===== src/rtl/sparc_pkg.sv =====
// Shared SPARC window constants and the spill/fill engine state encoding.
package sparc_pkg;

    localparam int WIN_BITS       = 2;
    localparam int NWINDOWS       = 4;
    localparam int REG_SPILL_BASE = 16;
    localparam int WORDS_PER_WIN  = 16;

    localparam logic OP_SPILL = 1'b0;
    localparam logic OP_FILL  = 1'b1;

    typedef enum logic [2:0] {
        ST_IDLE,
        ST_SP_RD,
        ST_SP_CAP,
        ST_SP_MEM,
        ST_FL_MEM,
        ST_FL_WR,
        ST_DONE
    } state_t;

endpackage


===== src/rtl/window_spill_fill_if.sv =====
// Command, register-file and memory signals of the window spill/fill engine.
interface window_spill_fill_if
    import sparc_pkg::*;
#(
    parameter int DATA_W   = 32,
    parameter int ADDR_W   = 32,
    parameter int WIN_BITS = sparc_pkg::WIN_BITS
);

    logic                start;
    logic                op;
    logic [WIN_BITS-1:0] window;
    logic [ADDR_W-1:0]   base_addr;
    logic                busy;
    logic                done;
    logic                err;

    logic                rf_enable;
    logic                rf_rw;
    logic [WIN_BITS-1:0] rf_window;
    logic [4:0]          rf_r_num;
    logic [DATA_W-1:0]   rf_wdata;
    logic [DATA_W-1:0]   rf_rdata;

    // Memory handshake: mem_req acts as valid and is held with stable
    // address/data until mem_ack (ready); the transfer completes in the
    // cycle where both are high, and mem_req is low the cycle after.
    logic                mem_req;
    logic                mem_we;
    logic [ADDR_W-1:0]   mem_addr;
    logic [DATA_W-1:0]   mem_wdata;
    logic [DATA_W-1:0]   mem_rdata;
    logic                mem_ack;

    state_t              dbg_state;

    modport master (
        input  start, op, window, base_addr, rf_rdata, mem_rdata, mem_ack,
        output busy, done, err, rf_enable, rf_rw, rf_window, rf_r_num,
               rf_wdata, mem_req, mem_we, mem_addr, mem_wdata, dbg_state
    );

    modport slave (
        output start, op, window, base_addr, rf_rdata, mem_rdata, mem_ack,
        input  busy, done, err, rf_enable, rf_rw, rf_window, rf_r_num,
               rf_wdata, mem_req, mem_we, mem_addr, mem_wdata, dbg_state
    );

endinterface


===== src/rtl/window_spill_fill.sv =====
// Moves the 16 private registers (r16..r31) of one window between the
// windowed register file and consecutive memory words.
module window_spill_fill
    import sparc_pkg::*;
#(
    parameter int DATA_W   = 32,
    parameter int ADDR_W   = 32,
    parameter int WIN_BITS = sparc_pkg::WIN_BITS
) (
    input  logic                Clk,
    input  logic                Clr,
    window_spill_fill_if.master bus
);

    state_t              state_q, state_d;
    logic [3:0]          k_q, k_d;
    logic [WIN_BITS-1:0] window_q, window_d;
    logic [ADDR_W-1:0]   base_q, base_d;
    logic [DATA_W-1:0]   wdata_q, wdata_d;
    logic [DATA_W-1:0]   fdata_q, fdata_d;
    logic                err_q, err_d;
    logic                last_word;

    assign last_word = (k_q == 4'(WORDS_PER_WIN - 1));

    always_comb begin
        state_d  = state_q;
        k_d      = k_q;
        window_d = window_q;
        base_d   = base_q;
        wdata_d  = wdata_q;
        fdata_d  = fdata_q;
        err_d    = 1'b0;
        unique case (state_q)
            ST_IDLE: begin
                if (bus.start) begin
                    window_d = bus.window;
                    base_d   = bus.base_addr;
                    k_d      = '0;
                    if (bus.base_addr[1:0] != 2'b00) begin
                        err_d = 1'b1;
                    end else if (bus.op == OP_FILL) begin
                        state_d = ST_FL_MEM;
                    end else begin
                        state_d = ST_SP_RD;
                    end
                end
            end
            ST_SP_RD:  state_d = ST_SP_CAP;
            ST_SP_CAP: begin
                // RF read data arrives one cycle after the read strobe.
                wdata_d = bus.rf_rdata;
                state_d = ST_SP_MEM;
            end
            ST_SP_MEM: begin
                if (bus.mem_ack) begin
                    if (last_word) begin
                        state_d = ST_DONE;
                    end else begin
                        k_d     = k_q + 4'd1;
                        state_d = ST_SP_RD;
                    end
                end
            end
            ST_FL_MEM: begin
                if (bus.mem_ack) begin
                    fdata_d = bus.mem_rdata;
                    state_d = ST_FL_WR;
                end
            end
            ST_FL_WR: begin
                if (last_word) begin
                    state_d = ST_DONE;
                end else begin
                    k_d     = k_q + 4'd1;
                    state_d = ST_FL_MEM;
                end
            end
            ST_DONE:   state_d = ST_IDLE;
            default:   state_d = ST_IDLE;
        endcase
    end

    always_ff @(posedge Clk) begin
        if (Clr) begin
            state_q  <= ST_IDLE;
            k_q      <= '0;
            window_q <= '0;
            base_q   <= '0;
            wdata_q  <= '0;
            fdata_q  <= '0;
            err_q    <= 1'b0;
        end else begin
            state_q  <= state_d;
            k_q      <= k_d;
            window_q <= window_d;
            base_q   <= base_d;
            wdata_q  <= wdata_d;
            fdata_q  <= fdata_d;
            err_q    <= err_d;
        end
    end

    // Address and register number are gated so that idle outputs read as zero.
    assign bus.busy      = (state_q != ST_IDLE);
    assign bus.done      = (state_q == ST_DONE);
    assign bus.err       = err_q;
    assign bus.rf_enable = (state_q == ST_SP_RD) || (state_q == ST_FL_WR);
    assign bus.rf_rw     = (state_q == ST_FL_WR);
    assign bus.rf_window = bus.busy ? window_q : '0;
    assign bus.rf_r_num  = bus.rf_enable ? (5'(REG_SPILL_BASE) + 5'(k_q)) : '0;
    assign bus.rf_wdata  = fdata_q;
    assign bus.mem_req   = (state_q == ST_SP_MEM) || (state_q == ST_FL_MEM);
    assign bus.mem_we    = (state_q == ST_SP_MEM);
    assign bus.mem_addr  = bus.mem_req ? (base_q + (ADDR_W'(k_q) << 2)) : '0;
    assign bus.mem_wdata = wdata_q;
    assign bus.dbg_state = state_q;

endmodule


===== src/flat_wrapper.sv =====
// flat-port wrapper written by rule: the top's interface ports become plain ports
module window_spill_fill_flat import sparc_pkg::*;
#(
    parameter int DATA_W   = 32,
    parameter int ADDR_W   = 32,
    parameter int WIN_BITS = sparc_pkg::WIN_BITS
)
  (Clk, Clr, bus_start, bus_op, bus_window, bus_base_addr, bus_rf_rdata, bus_mem_rdata, bus_mem_ack, bus_busy, bus_done, bus_err, bus_rf_enable, bus_rf_rw, bus_rf_window, bus_rf_r_num, bus_rf_wdata, bus_mem_req, bus_mem_we, bus_mem_addr, bus_mem_wdata, bus_dbg_state);
  window_spill_fill_if #(.DATA_W(DATA_W), .ADDR_W(ADDR_W), .WIN_BITS(WIN_BITS)) bus_i ();
  input  logic Clk;
  input  logic Clr;
  input wire logic [$bits(bus_i.start)-1:0] bus_start;
  input wire logic [$bits(bus_i.op)-1:0] bus_op;
  input wire logic [$bits(bus_i.window)-1:0] bus_window;
  input wire logic [$bits(bus_i.base_addr)-1:0] bus_base_addr;
  input wire logic [$bits(bus_i.rf_rdata)-1:0] bus_rf_rdata;
  input wire logic [$bits(bus_i.mem_rdata)-1:0] bus_mem_rdata;
  input wire logic [$bits(bus_i.mem_ack)-1:0] bus_mem_ack;
  output wire logic [$bits(bus_i.busy)-1:0] bus_busy;
  output wire logic [$bits(bus_i.done)-1:0] bus_done;
  output wire logic [$bits(bus_i.err)-1:0] bus_err;
  output wire logic [$bits(bus_i.rf_enable)-1:0] bus_rf_enable;
  output wire logic [$bits(bus_i.rf_rw)-1:0] bus_rf_rw;
  output wire logic [$bits(bus_i.rf_window)-1:0] bus_rf_window;
  output wire logic [$bits(bus_i.rf_r_num)-1:0] bus_rf_r_num;
  output wire logic [$bits(bus_i.rf_wdata)-1:0] bus_rf_wdata;
  output wire logic [$bits(bus_i.mem_req)-1:0] bus_mem_req;
  output wire logic [$bits(bus_i.mem_we)-1:0] bus_mem_we;
  output wire logic [$bits(bus_i.mem_addr)-1:0] bus_mem_addr;
  output wire logic [$bits(bus_i.mem_wdata)-1:0] bus_mem_wdata;
  output wire logic [$bits(bus_i.dbg_state)-1:0] bus_dbg_state;
  assign bus_i.start = bus_start;
  assign bus_i.op = bus_op;
  assign bus_i.window = bus_window;
  assign bus_i.base_addr = bus_base_addr;
  assign bus_i.rf_rdata = bus_rf_rdata;
  assign bus_i.mem_rdata = bus_mem_rdata;
  assign bus_i.mem_ack = bus_mem_ack;
  assign bus_busy = bus_i.busy;
  assign bus_done = bus_i.done;
  assign bus_err = bus_i.err;
  assign bus_rf_enable = bus_i.rf_enable;
  assign bus_rf_rw = bus_i.rf_rw;
  assign bus_rf_window = bus_i.rf_window;
  assign bus_rf_r_num = bus_i.rf_r_num;
  assign bus_rf_wdata = bus_i.rf_wdata;
  assign bus_mem_req = bus_i.mem_req;
  assign bus_mem_we = bus_i.mem_we;
  assign bus_mem_addr = bus_i.mem_addr;
  assign bus_mem_wdata = bus_i.mem_wdata;
  assign bus_dbg_state = bus_i.dbg_state;
  window_spill_fill #(.DATA_W(DATA_W), .ADDR_W(ADDR_W), .WIN_BITS(WIN_BITS)) u_core (.Clk(Clk), .Clr(Clr), .bus(bus_i));
endmodule

===== config.mk =====
export PLATFORM = sky130hd
export DESIGN_NAME = window_spill_fill_flat
export DESIGN_NICKNAME = d
export VERILOG_FILES = /design/src/rtl/sparc_pkg.sv /design/src/rtl/window_spill_fill_if.sv /design/src/rtl/window_spill_fill.sv /design/src/flat_wrapper.sv
export SDC_FILE = /design/constraint.sdc
export NUM_CORES = 1
export LEC_CHECK = 0
export ABC_CLOCK_PERIOD_IN_PS = 3280
export BUFFER_PORTS_ARGS = -buffer_cell sky130_fd_sc_hd__buf_2
export CORE_MARGIN = 2
export CORE_UTILIZATION = 48
export CTS_CLUSTER_DIAMETER = 60
export CTS_CLUSTER_SIZE = 16
export DETAILED_ROUTE_END_ITERATION = 12
export MAX_ROUTING_LAYER = met4
export PLACE_DENSITY = 0.78
export RECOVER_POWER = 25
export SYNTH_ARGS = -nofsm -noshare
export SYNTH_HDL_FRONTEND = slang
export SYNTH_SLANG_ARGS = --single-unit

===== constraint.sdc =====
create_clock -name Clk -period 3.28 [get_ports Clk]
set_input_delay 0.656 -clock Clk [delete_from_list [all_inputs] [get_ports Clk]]
set_output_delay 0.656 -clock Clk [all_outputs]
set_load 0.05 [all_outputs]

# After elaboration in Yosys (flattened, before gate mapping)
# Index checks and enable logic that the tools add are counted.
[word_totals]
register_bits = 106
latchBits = 0
ram_bits = 0
rom_bits = 0
input_bits = 103
output_inout_bits = 113
mem_count = 0
[classes]
addsub = 3
mul = 0
div = 0
magnitude_cmp = 0
n_eq_ne = 11
shifts = 0
muxes = 16
bitwise_logic = 2
n_reduce_logical = 11
[op_table]
columns = ["op", "count"]
rows = [
  ["$add A32 B6 Y32", 1],
  ["$mux W32", 1],
  ["$mux W3", 6],
  ["$pmux W3 S6", 1],
  ["$mux W4", 3],
  ["$pmux W4 S3", 1],
  ["$eq A3 B3 Y1 const B", 3],
  ["$ne A2 B2 Y1 const B", 4],
  ["$eq A3 B2 Y1 const B", 2],
  ["$reduce_bool A3 Y1", 2],
  ["$add A5 B4 Y5 const A", 1],
  ["$mux W5", 1],
  ["$add A4 B1 Y4 const B", 1],
  ["$eq A4 B4 Y1 const B", 1],
  ["$mux W2", 2],
  ["$reduce_and A2 Y1", 2],
  ["$reduce_and A4 Y1", 1],
  ["$eq A3 B1 Y1 const B", 1],
  ["$logic_not A3 Y1", 1],
  ["$reduce_and A3 Y1", 1],
  ["$reduce_or A3 Y1", 1],
  ["$logic_or A1 B1 Y1", 2],
  ["$not A1 Y1", 2],
  ["$reduce_bool A2 Y1", 1],
  ["$mux W1", 1],
]

# Longest topological paths before layout
# Gate-level depths: netlist of run 1.
[logic_depth]
word_depth = 4
mapped_depth = 9

# Least setup slack after synthesis of run 1
# No wires, ideal clock.
[synth_timing]
path_type = "reg2out"
start = "register u_core.state_q[1] (netlist: u_core.bus.dbg_state[1])"
end = "output port bus_mem_addr[26]"
arrival_ns = 2.963
t_required_ns = 2.624
slack_ns = -0.339
stages_incl_launch_ff = 10
n_path_buf = 3
path_cell_list = "dfxtp_1 buf_2 nand3b_1 inv_1 a21oi_1 inv_1 buf_2 buf_2 nand2_1 mux2i_1"
[synth_between]
elab_chain_cells = 3
word_cells_on_any_way = 4
classes_between = "eq/ne (2); mux (1); reduce/logical (1)"
[synth_lines]
columns = ["item", "line", "rtl"]
rows = [
  ["start, declared", "window_spill_fill.sv:15", "state_t state_q, state_d;"],
  ["start signal, assigned", "window_spill_fill.sv:94", "state_q <= state_d;"],
  ["$eq A3 B2 Y1", "n/a", ""],
  ["net bus_mem_we", "flat_wrapper.sv:28", "output wire logic [$bits(bus_i.mem_we)-1:0] bus_mem_we;"],
  ["$logic_or A1 B1 Y1", "window_spill_fill.sv:113", "assign bus.mem_req = (state_q == ST_SP_MEM) || (state_q == ST_FL_MEM);"],
  ["net bus_mem_req", "flat_wrapper.sv:27", "output wire logic [$bits(bus_i.mem_req)-1:0] bus_mem_req;"],
  ["$mux W32", "window_spill_fill.sv:115", "assign bus.mem_addr = bus.mem_req ? (base_q + (ADDR_W'(k_q) << 2)) : '0;"],
  ["end, declared", "flat_wrapper.sv:29", "output wire logic [$bits(bus_i.mem_addr)-1:0] bus_mem_addr;"],
]
# The timed path passes the listed nets, and every way through them passes these cells.

# Final worst setup path of run 1
[layout_timing]
start = "register u_core.k_q[0]"
end = "output port bus_mem_addr[20]"
[layout_between]
elab_chain_cells = 2
[layout_lines]
columns = ["item", "line", "rtl"]
rows = [
  ["start, declared", "window_spill_fill.sv:16", "logic [3:0] k_q, k_d;"],
  ["start signal, assigned", "window_spill_fill.sv:95", "k_q <= k_d;"],
  ["$add A32 B6 Y32", "window_spill_fill.sv:115", ""],
  ["$mux W32", "window_spill_fill.sv:115", ""],
]
# No other way between the ends.

==> reports/results.tsv, run 1 <==
metric	value	unit
status	finished clean	
holdBufCountCts	0	
first_global_vias	4887	
ys_ff_latch	106	
powerDensity	534	nW/µm²
synthDominantCellAreaShare	0.432	
ys_types	48	
dieArea	11100	µm²
arrival	2.53	ns
r2r_end	u_core.bus.rf_wdata[8]	
critPathLaunch	u_core.k_q[0]	
grt_usage	0.255	
grt_start_max_net_pins	60	
cts_made_buffers	9	
cap_violations	0	
cp_max_fo	7	
leakagePower	2.57	nW
slew_headroom	0.131	
power	3.44	mW
cts_tree	yes	
initial_utilization	0.498	
grt_first_pass_wirelength	22.7	mm
coreArea	9860	µm²
cts-root-buf	clkbuf_8	
ant_nets	0	
synthesis.area	4910	µm²
vias	5386	
clkSlewWorstSetupHoldPaths	0.10	ns
startpoint_type	flip-flop	
dr.pass1.iters	5	
setup_viol	0	
rr_worst_depth	4	
clockBufferDepth	2	
synth_nets	767	
fin_tns_setup	0	ns
nets	965	
hp-class	reg -> reg	
synth_edf_count	0	
area_growth	31.1	%
endpoint_kind	output port	
dp_hpwl	10.4	mm
wl_per_cell	14.4	µm
worstMarginPinSlew	1.30	ns
async_flop_share	0	
clk_latency	0.36	ns
worst-endpoint-required	2.62	ns
die_w	105	µm
drtIter0Drc	336	
post-route-period-util	0.971	
synthTopCellsByArea	dfxtp_1 43%, nand2_1 16%, a21oi_1 12%	
die_h	105	µm
drive_above_1_share	0.273	
rsz0062_at_grt	no	
hold_viol	0	
diodes	0	
endpoint	bus_mem_addr[20]	
clkSinkCount	106	
grt_overflow_total	0	
dp.cells	976	
drt-total-wl	14.3	mm
gp_congestion	0.898	
ff2ff_setup_slack	1.06	ns
crit_type	reg -> out	
drc	0	
ys.flop_type	dfxtp_1	
fin_cells	994	
hold_ws	0.458	ns
fin_skew	0.0116	ns
rows	36	
timing.fmax	314	MHz
fill_cells	876	
worstReg2RegStart	u_core.bus.dbg_state[1]	
antenna_found_initial	0	
avgSynthCellArea	7.46	µm²
syn_inst	658	
viasPerCell	5.42	
io_pins	216	
htree_levels	3	
period_needed	3.18	ns
port_buffers	215	
yosysWarnings	0	
synth_seq_area_share	0.432	
slew_violations	0	
worst_ir_drop_vdd	0.350	mV
synth_top_cell_by_area	dfxtp_1	
## cells by family after synthesis
group,share of synthesized area
adders and majority gates,0.0168
xor gates and xnor gates,0.00892
buffers and inverters,0.0540
muxes,0.0163
AOI/OAI and AO/OA,0.180
and+or+nand+nor,0.291
DFF,0.432
## area by class of cell
type                       instances  area (µm²)  area share
multi-input combinational        491        2690       0.417
clock inverter                     6        87.6      0.0136
clock buffer                      10         138      0.0214
tap                              133         166      0.0258
sequential                       106        2130       0.330
inverter                          16        60.1     0.00933
timing repair buffer             232        1170       0.182
## critical path, stage by stage (launching register included)
cell,delay (ns)
dfxtp_4,0.38
ha_2,0.18
inv_1,0.05
fa_2,0.35
nand2b_4,0.18
a21o_4,0.26
or4_1,0.41
a21oi_1,0.16
buf_4,0.21
## per-layer routing
layer | part of all wire | up-vias | track usage
li1 | - | 2632 | -
met1 | 0.41 | 2474 | 0.314
met2 | 0.49 | 252 | 0.432
met3 | 0.077 | 28 | 0.0381
met4 | 0.019 | 0 | 0.0819
met5 | 0 | - | -
## where the power goes
group	internal (mW)	switching, mW	leakage [nW]
logic	0.278	0.754	1.59
registers	1.41	0.103	0.862
clock network	0.454	0.441	0.117
## what timing repair did
item | CTS | global route
pin swaps | 0 | 2
gates cloned | 0 | 1
setup endpoints to repair | 10 | 14
buffers inserted | 0 | 1
gates resized for setup | 16 | 15
## synthesized netlist by cell type (all sizes together), types with 2 or more instances
master and count:
a211o 2, a211oi 3, a21oi 122, a32o 2, and2 9, and3 5, and4 4, buf 12
clkbuf 34, dfxtp 106, ha 5, inv 16, mux2i 8, nand2 212, nand2b 9, nand3 18
nand3b 3, nand4 5, nor2 13, nor2b 2, nor3 5, nor3b 3, nor4 9, nor4b 3
o21ai 9, o22ai 3, o31ai 9, or3 3, or4 8, xnor2 4
## worst min path at each step
stage                                   startpoint                       end  slack, ns  cells past startpoint
final                             u_core.base_q[1]          u_core.base_q[1]       0.46                      2
after global routing      u_core.bus.mem_wdata[17]  u_core.bus.mem_wdata[17]       0.48                      2
after CTS                  u_core.bus.rf_wdata[25]   u_core.bus.rf_wdata[25]       0.46                      2
after detailed placement   u_core.bus.rf_wdata[25]   u_core.bus.rf_wdata[25]       0.44                      2
after global placement          u_core.window_q[0]        u_core.window_q[0]       0.44                      2
after floorplan                   u_core.base_q[0]          u_core.base_q[0]       0.43                      2
## registers in the layout, indices dropped and copies added (netlist names)
signal / flops
u_core.base_q: 32
u_core.bus.dbg_state: 3
u_core.bus.err: 1
u_core.bus.mem_wdata: 32
u_core.bus.rf_wdata: 32
u_core.k_q: 4
u_core.window_q: 2
## layout by cell type (no fill, tap or decap), types with 4 or more instances in the layout
cell / n
nand2_1: 211
o31ai_1: 9
a21oi_1: 118
or4_1: 8
inv_1: 16
clkbuf_1: 47
buf_4: 18
nor4_2: 5
and3_1: 5
nand3_1: 18
mux2i_4: 4
clkbuf_8: 10
nor4_1: 4
and2_1: 9
buf_2: 162
o21ai_0: 8
nand4_1: 4
nor2_1: 13
nor3_1: 4
buf_6: 4
xnor2_1: 4
a21oi_2: 4
dfxtp_1: 105
nand2b_1: 8
## metrics by stage
stage / instance area [µm²] / worst slack (ns) / util
final: 6440 / 0.0953 / 0.653
after CTS: 6430 / 0.0232 / 0.652
after global placement: 6150 / 0.252 / 0.624
after floorplan: 4980 / -0.146 / -
after detailed placement: 6150 / 0.137 / 0.624
after global routing: 6440 / 0.000872 / 0.653
(Power assumes the default switching activity.)
==> inputs of run 2 (changes only) <==
- ABC_CLOCK_PERIOD_IN_PS: 3280 -> 2630
- CORE_UTILIZATION: 48 -> 43
- PLACE_DENSITY: 0.78 -> 0.74
- clock period: 3.28 -> 2.63 ns (I/O delays scaled with it)
==> run 2 against run 1 <==
  * The flow now finishes with violations (setup timing)
  * Utilization grew 1.7 points
  * Total power grew 40%
  * Clock power grew 63%
==> reports/results.tsv, run 2 (synthesis results as in run 1) <==
metric	value	unit	change
status	finished, violations left		
violations	setup timing		
vias	5514		+2.4%
grt_first_pass_wirelength	24.7	mm	+9.0%
grt_overflow_total	0		unchanged
nets	1013		+5.0%
cp_max_fo	8		+1
worst_ir_drop_vdd	0.357	mV	+2.2%
drtIter0Drc	482		+43%
cap_violations	0		unchanged
coreArea	11300	µm²	+14%
final_cell_area	7550	µm²	+17%
dr.pass1.iters	5		unchanged
finalWorstSetupSlack	-0.316	ns	-0.412 ns
clkSinkCount	106		unchanged
io_pins	216		unchanged
hold_ws	0.415	ns	-0.0433 ns
drc	0		unchanged
hp-class	in -> reg		
met3_usage	0.0399		+0.00186
slew_headroom	0.138		+0.00713
clockBufferDepth	2		unchanged
dp.cells	1019		+4.4%
drive_above_1_share	0.377		+0.104
power	4.80	mW	+40%
port_buffers	215		unchanged
viasPerCell	5.23		-3.5%
die_w	111	µm	+5.4%
drt-total-wl	15.6	mm	+8.8%
slew_violations	0		unchanged
rows	39		+8.3%
wl_per_cell	14.8	µm	+2.6%
cts_tree	yes		
dp_hpwl	10.2	mm	-2.8%
arrival	2.42	ns	-0.11 ns
worst-endpoint-required	2.10	ns	-0.52 ns
met1_usage	0.316		+0.00189
clkSlewWorstSetupHoldPaths	0.07	ns	-0.03 ns
post-route-period-util	1.12		
grt.busiest_layer	met2		
ant_nets	0		unchanged
met2_usage	0.399		-0.0331
fin_cells	1054		+6.0%
startpoint_type	flip-flop		
pre_cts_slack	-0.215	ns	-0.352 ns
antenna_found_initial	2		+2
dieArea	12300	µm²	+11%
timing.fmax	339	MHz	
period_needed	2.95	ns	
leakagePower	3.06	nW	+19%
setup_viol	18		+18
htree_levels	3		unchanged
clk_latency	0.34	ns	-0.02 ns
first_global_vias	5257		+7.6%
initial_utilization	0.436		-0.0622
gp_congestion	0.863		-4.0%
rsz0062_at_grt	yes		
endpoint_kind	output port		
crit_type	reg -> out		
worstMarginPinSlew	1.29	ns	-0.0107 ns
area_growth	53.7	%	
cts-root-buf	clkbuf_16		
hold_viol	0		unchanged
grt_start_max_net_pins	61		+1.7%
die_h	111	µm	+5.4%
holdBufCountCts	0		unchanged
fin_skew	0.00701	ns	-0.00458 ns
dpl_cell_area	6600	µm²	+7.3%
layout_common_cells	211 x nand2_1, 144 x buf_2, 105 x a21oi_1		
cts_made_buffers	9		unchanged
powerDensity	635	nW/µm²	+19%
layout_commonest_cell	nand2_1		
grt_usage	0.248		-0.00778
-- run 2: path summary, 6_finish.rpt --
path                                         startpoint  slack [ns]  depth (start not counted)                       to
worst max register to register  u_core.bus.dbg_state[0]        0.31                          6  u_core.bus.mem_wdata[3]
worst min-delay path                   bus_mem_rdata[0]        0.41                          3   u_core.bus.rf_wdata[0]
worst max-delay path                   u_core.base_q[2]       -0.32                         10         bus_mem_addr[26]
worst min register to register  u_core.bus.rf_wdata[12]        0.45                          2  u_core.bus.rf_wdata[12]
-- run 2: final cells by class --
| class | count | area (µm²) |
|---|---|---|
| clock buffer | 10 | 239 |
| clock inverter | 6 | 88.8 |
| tap | 143 | 179 |
| antenna | 2 | 5.00 |
| inverter | 16 | 63.8 |
| multi-input combinational | 492 | 3120 |
| timing repair buffer | 279 | 1710 |
| fill | 967 | 3720 |
| sequential | 106 | 2150 |
-- run 2: layer usage --
metal / up-vias / routed length [µm]
li1: 2734 / -
met1: 2508 / 6730
met2: 241 / 7630
met3: 31 / 910
met4: 0 / 297
met5: - / 0
-- run 2: through the flow --
| step | TNS [ns] | util |
|---|---|---|
| after global placement | -0.993 | 0.586 |
| after floorplan | -1.00 | - |
| after global routing | -4.66 | 0.670 |
| final | -3.12 | 0.670 |
| after CTS | -3.05 | 0.661 |
| after detailed placement | -1.29 | 0.586 |
-- run 2: what timing repair did --
| item | CTS | global route |
|---|---|---|
| setup buffers | 13 | 3 |
| cloned | 2 | 0 |
| pin swaps | 19 | 10 |
| endpoints found under the hold margin | 0 | 0 |
| endpoints found under the setup margin | 26 | 25 |
| gates resized for setup | 98 | 39 |
-- run 2: critical path, stage by stage (launching register included) --
cell and delay (ns):
dfxtp_2 0.35, ha_4 0.14, inv_2 0.03, fa_2 0.33, nand2b_4 0.15, a21o_4 0.25, buf_12 0.15, nor4_4 0.13
buf_4 0.16, mux2i_4 0.21, buf_6 0.17
-- run 2: where the power goes --
part | total [mW] | internal, mW | switching (mW)
Sequential | 1.90 | 1.76 | 0.134
Combinational | 1.44 | 0.434 | 1.01
Clock | 1.46 | 0.864 | 0.597
Total | 4.80 | 3.06 | 1.74
==> inputs of run 3 (changes only) <==
==> constraint.sdc (replaced) <==
create_clock -name Clk -period 2.63 [get_ports Clk]
set_input_delay 0.1315 -clock Clk [delete_from_list [all_inputs] [get_ports Clk]]
set_output_delay 0.1315 -clock Clk [all_outputs]
set_load 0.05 [all_outputs]
==> run 3 against run 2 <==
  * Register-to-register slack better by 0.43 ns
  * Fmax increased by 14%
  * Clock skew is 0.0037 ns higher
  * Highest routed layer unchanged
  * Combinational power down 10%
  * Clock-buffer cell count decreased by 1
  * Critical endpoint is now bus_mem_addr[22]
  * First-iteration DRC count down 20%
  * Cell count decreased by 3.8%
  * The flow now finishes without violations
==> reports/results.tsv, run 3 (synthesis results as in run 1) <==
metric	value	unit	change
status	finished clean		
crit_type	reg -> out		
critical-path-top-delay-family	simple AND/OR/NAND/NOR gates		
dp_hpwl	9.84	mm	-3.0%
clk_latency	0.34	ns	about the same
drtIter0Drc	388		-20%
coreArea	11300	µm²	unchanged
initial_utilization	0.436		unchanged
drive_above_1_share	0.287		-0.0908
fill_cells	1095		+13%
clkSlewWorstSetupHoldPaths	0.08	ns	about the same
endpoint_kind	output port		
slew_violations	0		unchanged
vias	5276		-4.3%
rows	39		unchanged
io_pins	216		unchanged
crit_chain	ha_4 > inv_2 > fa_2 > nand2b_4 > a21o_4 > or4_1 > a21oi_2 > buf_6		
worstMarginPinSlew	0.682	ns	-0.611 ns
hold_viol	0		unchanged
viasPerCell	5.20		-0.54%
cts-root-buf	clkbuf_16		
fin_tns_setup	0	ns	+3.12 ns
post-route-period-util	0.984		-0.137
cpMaxStageDelayCell	or4_1		
timing.fmax	387	MHz	+14%
final_util	0.594		-0.0755
nets	973		-3.9%
cts_made_buffers	9		unchanged
setup_viol	0		-18
ant_nets	0		unchanged
period_needed	2.59	ns	-0.359 ns
area_growth	36.4	%	
cp_max_fo	7		-1
first_global_vias	4827		-8.2%
worst-endpoint-required	2.50	ns	+0.40 ns
arrival	2.46	ns	+0.04 ns
die_w	111	µm	unchanged
grt_first_pass_wirelength	23.0	mm	-7.1%
dieArea	12300	µm²	unchanged
startpoint_type	flip-flop		
port_buffers	215		unchanged
cap_violations	0		unchanged
grt_overflow_total	0		unchanged
cts_tree	yes		
fin_skew	0.0107	ns	+0.00370 ns
slew_headroom	0.547		+0.409
drc	0		unchanged
clkSinkCount	106		unchanged
hp-class	in -> reg		
worst_ir_drop_vdd	0.466	mV	+30%
layout_common_cells	211 x nand2_1, 151 x buf_2, 116 x a21oi_1		
gp_congestion	0.897		+4.0%
grt_usage	0.228		-0.0202
grt_start_max_net_pins	55		-9.8%
htree_levels	3		unchanged
wl_per_cell	14.0	µm	-5.1%
layout_commonest_cell	nand2_1		
holdBufCountCts	0		unchanged
antenna_found_initial	2		unchanged
leakagePower	2.61	nW	-15%
die_h	111	µm	unchanged
slowest_delay	0.42	ns	+0.07 ns
dr.pass1.iters	5		unchanged
worstPathBufferInverterCount	2		-2
regArea	2130	µm²	-0.99%
multi_input_area	2760	µm²	-11%
drt-total-wl	14.2	mm	-8.7%
powerDensity	668	nW/µm²	+5.1%
clockBufferDepth	2		unchanged
## run 3: cell types whose count changed in the layout (fill, tap and decap cells not counted), moves of 5 or more
cell	previous run	this run
a21oi_1	105	116
a21oi_4	11	0
buf_2	144	151
buf_4	55	26
buf_6	32	6
clkbuf_1	45	53
dfxtp_1	90	103
dfxtp_2	14	3
nor4_2	0	5
nor4_4	7	1
o31ai_1	4	9
## run 3: timing repair
| action | CTS | global route |
|---|---|---|
| hold endpoints to repair | 0 | 0 |
| gates resized for setup | 17 | 29 |
| gates cloned | 0 | 1 |
| pin swaps | 0 | 5 |
| setup endpoints to repair | 15 | 18 |
| buffers inserted | 0 | 7 |
## run 3: report_power, final
part | switching [mW] | leakage, nW | internal (mW)
clock network | 0.630 | 0.136 | 0.660
registers | 0.135 | 0.863 | 1.75
logic | 0.933 | 1.61 | 0.361
## run 3: final cells by class
cell class / instances / share of cell area
Antenna cell: 2 / 0.000747
Clock buffer: 9 / 0.0336
Clock inverter: 7 / 0.00897
Inverter: 16 / 0.0101
Multi-Input combinational cell: 491 / 0.412
Sequential cell: 106 / 0.317
Tap cell: 143 / 0.0267
Timing Repair Buffer: 240 / 0.190
## run 3: routing by layer
layer	up-vias	track usage	wire [µm]
met5	-	-	0
met4	0	0.0625	240
met3	19	0.0432	1020
met2	209	0.368	6830
met1	2402	0.294	6110
li1	2646	-	-
## run 3: per-stage QoR
step                      setup WS (ns)  instances  power [mW]  hold slack, ns  cell area (µm²)
after floorplan                 -0.0664        658        2.85           0.267             5000
after global placement            0.187        988        3.20           0.373             6210
after detailed placement          0.131        988        3.21           0.376             6210
after CTS                       0.00981       1004        4.51         0.00678             6560
after global routing            -0.0300       1014        4.72         0.00109             6700
final                            0.0427       1014        4.47          0.0180             6700
## run 3: worst min-delay path: cells and delay by family
kind,cells,cell delay (ns)
AO/OA/AOI/OAI,1,0.05
AND/OR/NAND/NOR,1,0.04
buffers and inverters,1,0.09
## run 3: worst paths after layout
kind | depth (start not counted) | end | from | slack, ns
hold / removal | 3 | u_core.bus.rf_wdata[15] | bus_mem_rdata[15] | 0.02
hold reg to reg | 2 | u_core.bus.mem_wdata[26] | u_core.bus.mem_wdata[26] | 0.45
setup / recovery | 8 | bus_mem_addr[22] | u_core.base_q[2] | 0.04
setup reg to reg | 5 | u_core.k_q[0] | u_core.bus.dbg_state[0] | 0.74
